<file path="config.mk">
export PLATFORM = sky130hd
export DESIGN_NAME = ad9911_freq_ctrl
export DESIGN_NICKNAME = d
export VERILOG_FILES = /design/src/rtl/ad9911_pkg.sv /design/src/rtl/ad9911_spi_shifter.sv /design/src/rtl/ad9911_freq_ctrl.sv
export SDC_FILE = /design/constraint.sdc
export NUM_CORES = 1
export LEC_CHECK = 0
export ABC_AREA = 0
export CELL_PAD_IN_SITES_DETAIL_PLACEMENT = 1
export CELL_PAD_IN_SITES_GLOBAL_PLACEMENT = 1
export CORE_ASPECT_RATIO = 1.75
export CORE_MARGIN = 8
export CORE_UTILIZATION = 46
export DETAILED_ROUTE_END_ITERATION = 12
export GPL_TIMING_DRIVEN = 0
export PLACE_DENSITY = 0.89
export REMOVE_ABC_BUFFERS = 1
export SYNTH_ARGS = -nofsm -noshare
export SYNTH_HDL_FRONTEND = slang
export SYNTH_SLANG_ARGS = --single-unit
</file>
<file path="constraint.sdc">
create_clock -name CLOCK_10M -period 2.65 [get_ports CLOCK_10M]
set_input_delay 0.265 -clock CLOCK_10M [delete_from_list [all_inputs] [get_ports CLOCK_10M]]
set_output_delay 0.265 -clock CLOCK_10M [all_outputs]
set_load 0.02 [all_outputs]
</file>
<file path="src/rtl/ad9911_pkg.sv">
// Shared constants and state encoding for the AD9911 RF/LO frequency controller.
package ad9911_pkg;
  localparam logic [7:0] ADDR_FR1  = 8'h01;
  localparam logic [7:0] ADDR_CTW0 = 8'h04;

  localparam logic [5:0] LEN_FR1  = 6'd32;
  localparam logic [5:0] LEN_CTW0 = 6'd40;

  localparam int RWAIT_CYCLES = 16;

  localparam logic CHIP_RF = 1'b0;
  localparam logic CHIP_LO = 1'b1;

  typedef enum logic [2:0] {
    S_RST,
    S_RWAIT,
    S_INIT_RF,
    S_INIT_LO,
    S_IOU,
    S_IDLE,
    S_UPD_RF,
    S_UPD_LO
  } state_t;
endpackage

</file>
<file path="src/rtl/ad9911_spi_shifter.sv">
// Mode-0 SPI write shifter: sends the top len bits of a left-justified word to one
// of two chip selects, then pulses done as the chip select is released.
module ad9911_spi_shifter #(
  parameter int SCLK_DIV = 1
) (
  input  logic        clk,
  input  logic        rst_n,
  input  logic        start,
  input  logic [39:0] word,
  input  logic [5:0]  len,
  input  logic        cs_sel,
  output logic        sclk,
  output logic        sdio,
  output logic        cs_rf_n,
  output logic        cs_lo_n,
  output logic        done,
  output logic        busy
);
  localparam logic [15:0] DIV_LAST = 16'(SCLK_DIV - 1);

  logic [39:0] shreg;
  logic [5:0]  bit_cnt;
  logic [15:0] div_cnt;

  // sclk doubles as the half-bit phase: low half first, shift at the end of the high half.
  always_ff @(posedge clk or negedge rst_n) begin
    if (!rst_n) begin
      shreg   <= '0;
      bit_cnt <= '0;
      div_cnt <= '0;
      busy    <= 1'b0;
      done    <= 1'b0;
      sclk    <= 1'b0;
      cs_rf_n <= 1'b1;
      cs_lo_n <= 1'b1;
    end else begin
      done <= 1'b0;
      if (start && !busy) begin
        busy    <= 1'b1;
        shreg   <= word;
        bit_cnt <= len - 6'd1;
        div_cnt <= '0;
        sclk    <= 1'b0;
        cs_rf_n <= cs_sel;
        cs_lo_n <= !cs_sel;
      end else if (busy) begin
        if (div_cnt == DIV_LAST) begin
          div_cnt <= '0;
          if (!sclk) begin
            sclk <= 1'b1;
          end else begin
            sclk <= 1'b0;
            if (bit_cnt == '0) begin
              busy    <= 1'b0;
              done    <= 1'b1;
              cs_rf_n <= 1'b1;
              cs_lo_n <= 1'b1;
            end else begin
              bit_cnt <= bit_cnt - 6'd1;
              shreg   <= {shreg[38:0], 1'b0};
            end
          end
        end else begin
          div_cnt <= div_cnt + 16'd1;
        end
      end
    end
  end

  assign sdio = busy & shreg[39];
endmodule

</file>
<file path="src/rtl/ad9911_freq_ctrl.sv">
// Sequences reset/FR1 init of the RF and LO AD9911 chips, then turns each accepted
// frequency request into RF and LO CTW0 writes followed by one shared IO_UPDATE pulse.
module ad9911_freq_ctrl
  import ad9911_pkg::*;
#(
  parameter int          SCLK_DIV        = 1,
  parameter logic [31:0] LO_OFFSET_FREQW = 32'h0,
  parameter logic [23:0] FR1_VALUE       = 24'hD00000,
  parameter int          RST_CYCLES      = 16,
  parameter int          IOU_CYCLES      = 4
) (
  input  logic        CLOCK_10M,
  input  logic        RESET_N,
  input  logic        UPDATE,
  input  logic [31:0] FREQW,
  output logic        INITIED,
  output logic        UPDATED,
  output logic        DDS_RESET,
  output logic        SCLK,
  output logic        SDIO,
  output logic        CS_RF_N,
  output logic        CS_LO_N,
  output logic        IO_UPDATE,
  output state_t      dbg_state
);
  localparam logic [15:0] RST_LAST   = 16'(RST_CYCLES - 1);
  // The cycle that issues the first FR1 start is the last of the idle cycles.
  localparam logic [15:0] RWAIT_LAST = 16'(RWAIT_CYCLES - 2);
  localparam logic [15:0] IOU_END    = 16'(IOU_CYCLES);

  state_t      state, state_n;
  logic [15:0] cnt, cnt_n;
  logic [31:0] rf_w, rf_w_n, lo_w, lo_w_n;
  logic        io_n, upd_n, init_n;
  logic        start, cs_sel, done, busy;
  logic [39:0] word;
  logic [5:0]  len;

  always_comb begin
    state_n = state;
    cnt_n   = cnt;
    rf_w_n  = rf_w;
    lo_w_n  = lo_w;
    io_n    = 1'b0;
    upd_n   = UPDATED;
    init_n  = INITIED;
    start   = 1'b0;
    cs_sel  = CHIP_RF;
    word    = {ADDR_FR1, FR1_VALUE, 8'h00};
    len     = LEN_FR1;
    case (state)
      S_RST: begin
        if (cnt == RST_LAST) begin
          state_n = S_RWAIT;
          cnt_n   = '0;
        end else begin
          cnt_n = cnt + 16'd1;
        end
      end
      S_RWAIT: begin
        if (cnt == RWAIT_LAST) begin
          state_n = S_INIT_RF;
          cnt_n   = '0;
        end else begin
          cnt_n = cnt + 16'd1;
        end
      end
      S_INIT_RF: begin
        start = !busy && !done;
        if (done) state_n = S_INIT_LO;
      end
      S_INIT_LO: begin
        cs_sel = CHIP_LO;
        start  = !busy && !done;
        if (done) state_n = S_IOU;
      end
      S_IOU: begin
        if (cnt == IOU_END) begin
          state_n = S_IDLE;
          cnt_n   = '0;
          upd_n   = 1'b1;
          init_n  = 1'b1;
        end else begin
          io_n  = 1'b1;
          cnt_n = cnt + 16'd1;
        end
      end
      S_IDLE: begin
        if (UPDATE) begin
          state_n = S_UPD_RF;
          rf_w_n  = FREQW;
          lo_w_n  = FREQW + LO_OFFSET_FREQW;
        end
      end
      S_UPD_RF: begin
        upd_n = 1'b0;
        word  = {ADDR_CTW0, rf_w};
        len   = LEN_CTW0;
        start = !busy && !done;
        if (done) state_n = S_UPD_LO;
      end
      S_UPD_LO: begin
        cs_sel = CHIP_LO;
        word   = {ADDR_CTW0, lo_w};
        len    = LEN_CTW0;
        start  = !busy && !done;
        if (done) state_n = S_IOU;
      end
      default: state_n = S_RST;
    endcase
  end

  always_ff @(posedge CLOCK_10M or negedge RESET_N) begin
    if (!RESET_N) begin
      state     <= S_RST;
      cnt       <= '0;
      rf_w      <= '0;
      lo_w      <= '0;
      IO_UPDATE <= 1'b0;
      UPDATED   <= 1'b0;
      INITIED   <= 1'b0;
      DDS_RESET <= 1'b1;
    end else begin
      state     <= state_n;
      cnt       <= cnt_n;
      rf_w      <= rf_w_n;
      lo_w      <= lo_w_n;
      IO_UPDATE <= io_n;
      UPDATED   <= upd_n;
      INITIED   <= init_n;
      DDS_RESET <= (state_n == S_RST);
    end
  end

  assign dbg_state = state;

  ad9911_spi_shifter #(.SCLK_DIV(SCLK_DIV)) u_shifter (
    .clk     (CLOCK_10M),
    .rst_n   (RESET_N),
    .start   (start),
    .word    (word),
    .len     (len),
    .cs_sel  (cs_sel),
    .sclk    (SCLK),
    .sdio    (SDIO),
    .cs_rf_n (CS_RF_N),
    .cs_lo_n (CS_LO_N),
    .done    (done),
    .busy    (busy)
  );
endmodule

</file>
==> metrics.md <==
| Metric | Value |
|---|---|
| Cell chain of the critical path | or4_1 > or4_4 > nor3b_4 > a311oi_4 > a211oi_1 |
| Number of warnings printed during yosys synthesis | 0 |
| Number of top-level pins | 46 |
| Peak supply drop | between 500 and 600 uV |
| Top fanout value on the critical path | 5 |
| GR met3 Demand/Resource | under 10% |
| Worst clock skew | 8.904 ps |
| Area of placed instances | around 0.0062 mm^2 |
| Initial DRC Count | 280 |
| 1st-pass router iterations | 4 |
| Met1 track demand over resource in global routing | between 20% and 30% |
| Number of levels the H-tree was split into | 4 |
| Setup repair after global routing missed its margin | no |
| WS Path Type | register to register |
| Antenna violations before repair | 0 |
| Remaining global-route overflow | 0 |
| Share of post-route cells with drive strength above 1 | 15.97% |
| Synthesis-stage register bit count | between 100 and 150 |
| CP peak stage delay | ~610 ps |
| Number of cells produced by synthesis | roughly 540 |
| Estimated wirelength of the detail-placed design | 9216 um |
| Count of flip-flops with a built-in enable after synthesis | 0 |
| Final Wtd Congestion | 0.7906 |
| Endpoints failing hold | 0 |
| Post-Route Setup TNS | 0 ps |
| Number of cell rows | 53 |
| Clock root buffer master | clkbuf_16 |
| Antenna Cells | 0 |
| Via count of the first global-routing pass | just over 5000 |
| Min-Delay Path Class | input port to async pin |
| Overall routed net length | 16530 um |
| Worst setup EP type | register |
| # nets final | just over 600 |
| Fraction of the cycle the final worst path needs | between 90 and 100% |
| Area of the core | 0.01194 mm^2 |
| Area of the mapped netlist | between 0.005 and 0.006 mm^2 |
| Pin count of the biggest net entering global routing | 94 |
| LEAKAGE | ~3.0 nW |
| Leading cell type in the layout, fill and taps excluded | dfrtp_1 |
| Min cycle time layout | 2495 ps |
| Maximum frequency from static timing analysis | roughly 0.40 GHz |
| Top library cells by usage in the layout, fill and taps aside | 117 x dfrtp_1, 61 x nand2_1, 50 x nor2_1, 44 x clkdlybuf4s50_1, 42 x nand3_1 |
| Global-route wire length before repair | 27110 um |
| Pwr/cell area | about 630 mW/mm^2 |
| Area growth from synthesis to layout | 22.65% |
| Most used DFF post-synth | dfrtp_1 |
| Detailed-route DRC error count | 0 |
| IO buf count | 45 |
| Post-DR vias/cell | approximately 6.2 |
| Count of endpoints failing setup in the final report | 0 |
| Post-Layout Inst Area | between 0.006 and 0.007 mm^2 |
| Run status | completed |
| Total GRT Usage | between 20% and 30% |
| Detail-routed net length per standard cell | between 20 and 25 um |
| Slowest stage cell, crit path | or4_1 |
| Async S/R FF share, synth | 100.0% |
| Hold Worst Slack | 299.4 ps |
| Count of antenna-violating nets left after detailed routing | 0 |
| Distinct cells, synth | 54 |
| Data arrival time of the critical path | between 2000 and 3000 ps |
| Global routing usage on met2 | a little under two fifths |
| TritonCTS clock tree | built |
| Clock insertion delay at the later pin of the skew report | roughly 420 ps |
| Worst setup startpoint | cnt[11] |
| Actual slew at the worst max-slew pin | 1017 ps |
| Number of sinks driven by the clock tree | 122 |
| Worst rel slew slack | roughly a third |
| Req. time, crit path | between 2000 and 3000 ps |
| Worst-case clock buffer depth | 2 |
| Fill cell instance count of the final layout | between 1000 and 1500 |
| Avg Cell Area, Syn | 10.30 um^2 |
| Count of final max-slew check failures | 0 |
| Die outline height | between 150 and 200 um |
| Crit path launch type | register |
| Total of max-cap violations | 0 |
| Starting utilization of the core area | a little under half |
| Width of the die | 99.29 um |
| Sequential-to-total area share from yosys stat | between 50% and 60% |
| Vias post-DR | 4570 |
| Busiest layer in global routing | met2 |
| Die outline area | 0.01606 mm^2 |
| Launch point of the worst reg-to-reg path | cnt[11] |
| Clock input transition at the sequential cells of the worst setup and hold paths | approximately 60 ps |
| Number of buffers created by CTS | 17 |
synthesized netlist by cell type, drive strengths merged, types with 5 or more instances:
cell    number  share of area (%)
nand3       42                3.8
nand2b       5               0.56
nor3        11               0.99
dfrtp      119                 53
a22o         8                1.3
clkbuf      32                2.2
a21oi        9               0.81
nand4        7               0.78
nand2       61                4.1
nor2        50                3.4
ha           6                1.3
xnor2        9                1.4
nor3b        5               0.87
inv          7               0.47
o21ai       27                2.4
o31ai        9                1.2
xor2         7                1.1
a31oi       30                3.4
and3         7               0.78
mux2        32                6.5
final timing paths:
kind,endpoint,slack [ps],depth (start not counted)
hold reg to reg,INITIED,480,2
setup / recovery,cnt[3],160,5
min in group CLOCK_10M,lo_w[13],460,2
hold / removal,u_shifter.shreg[14],300,2
setup reg to reg,cnt[3],160,5
max in group asynchronous,dbg_state[1],1590,3
flip-flops by register name, indices dropped and copies added (netlist names):
| signal | count |
|---|---|
| DDS_RESET | 1 |
| INITIED | 1 |
| IO_UPDATE | 1 |
| UPDATED | 1 |
| cnt | 16 |
| dbg_state | 3 |
| lo_w | 32 |
| u_shifter.bit_cnt | 6 |
| u_shifter.busy | 1 |
| u_shifter.cs_lo_n | 1 |
| u_shifter.cs_rf_n | 1 |
| u_shifter.div_cnt | 16 |
| u_shifter.done | 1 |
| u_shifter.sclk | 1 |
| u_shifter.shreg | 40 |
what timing repair did:
item,4_1_cts,5_1_grt
gates cloned,1,0
pin swaps,1,0
setup endpoints to repair,67,12
hold buffers,1,0
gates resized for setup,4,3
endpoints found under the hold margin,29,0
setup buffers,5,0
worst max-delay path: cells and delay by family (launching register included):
family	cells	cell delay, ps
compound gates	2	560
flops	1	430
simple gates	3	1350
final cells by class:
cell class / count / area [um^2] / share of cell area [%]
Clock buffer: 18 / 439.2 / 6.412
Tap cell: 137 / 171.4 / 2.503
Clock inverter: 14 / 150.1 / 2.192
Timing Repair Buffer: 56 / 604.3 / 8.824
Sequential cell: 122 / 3059 / 44.67
Inverter: 7 / 26.28 / 0.3836
Multi-Input combinational cell: 378 / 2399 / 35.02
where the power goes:
part            total, W  internal, W  switching [W]
Combinational  0.0000937    0.0000493      0.0000443
Clock            0.00233      0.00141       0.000920
Sequential       0.00186      0.00186              0
cell families after synthesis:
family	count (synthesis)	synth area share (%)
AND/OR/NAND/NOR	216	19.00
flip-flops	122	54.74
AO/OA/AOI/OAI	106	12.82
buffers and inverters	43	2.958
multiplexers	33	6.632
XOR/XNOR	16	2.510
adder cells (fa/ha/maj)	6	1.344
metal layers:
metal	share of wire [%]	vias up	wire (um)
met1	37	2339	6168
li1	-	2024	-
met5	0	-	0
met4	3.6	0	596
met3	5.2	53	858
met2	54	154	8904
per-stage QoR:
step | std cells | setup WS, ps | power (W) | util, %
CTS | 732 | 92.99 | 0.004313 | 57.33
global route | 732 | 44.87 | 0.004387 | 57.38
detailed placement | 693 | -372.8 | 0.001990 | 51.78
finish | 732 | 155.1 | 0.004287 | 57.38
floorplan | 506 | -1475 | 0.001898 | -
global placement | 688 | -3267 | 0.001983 | 50.83
Power figures use the tool's default switching activity.
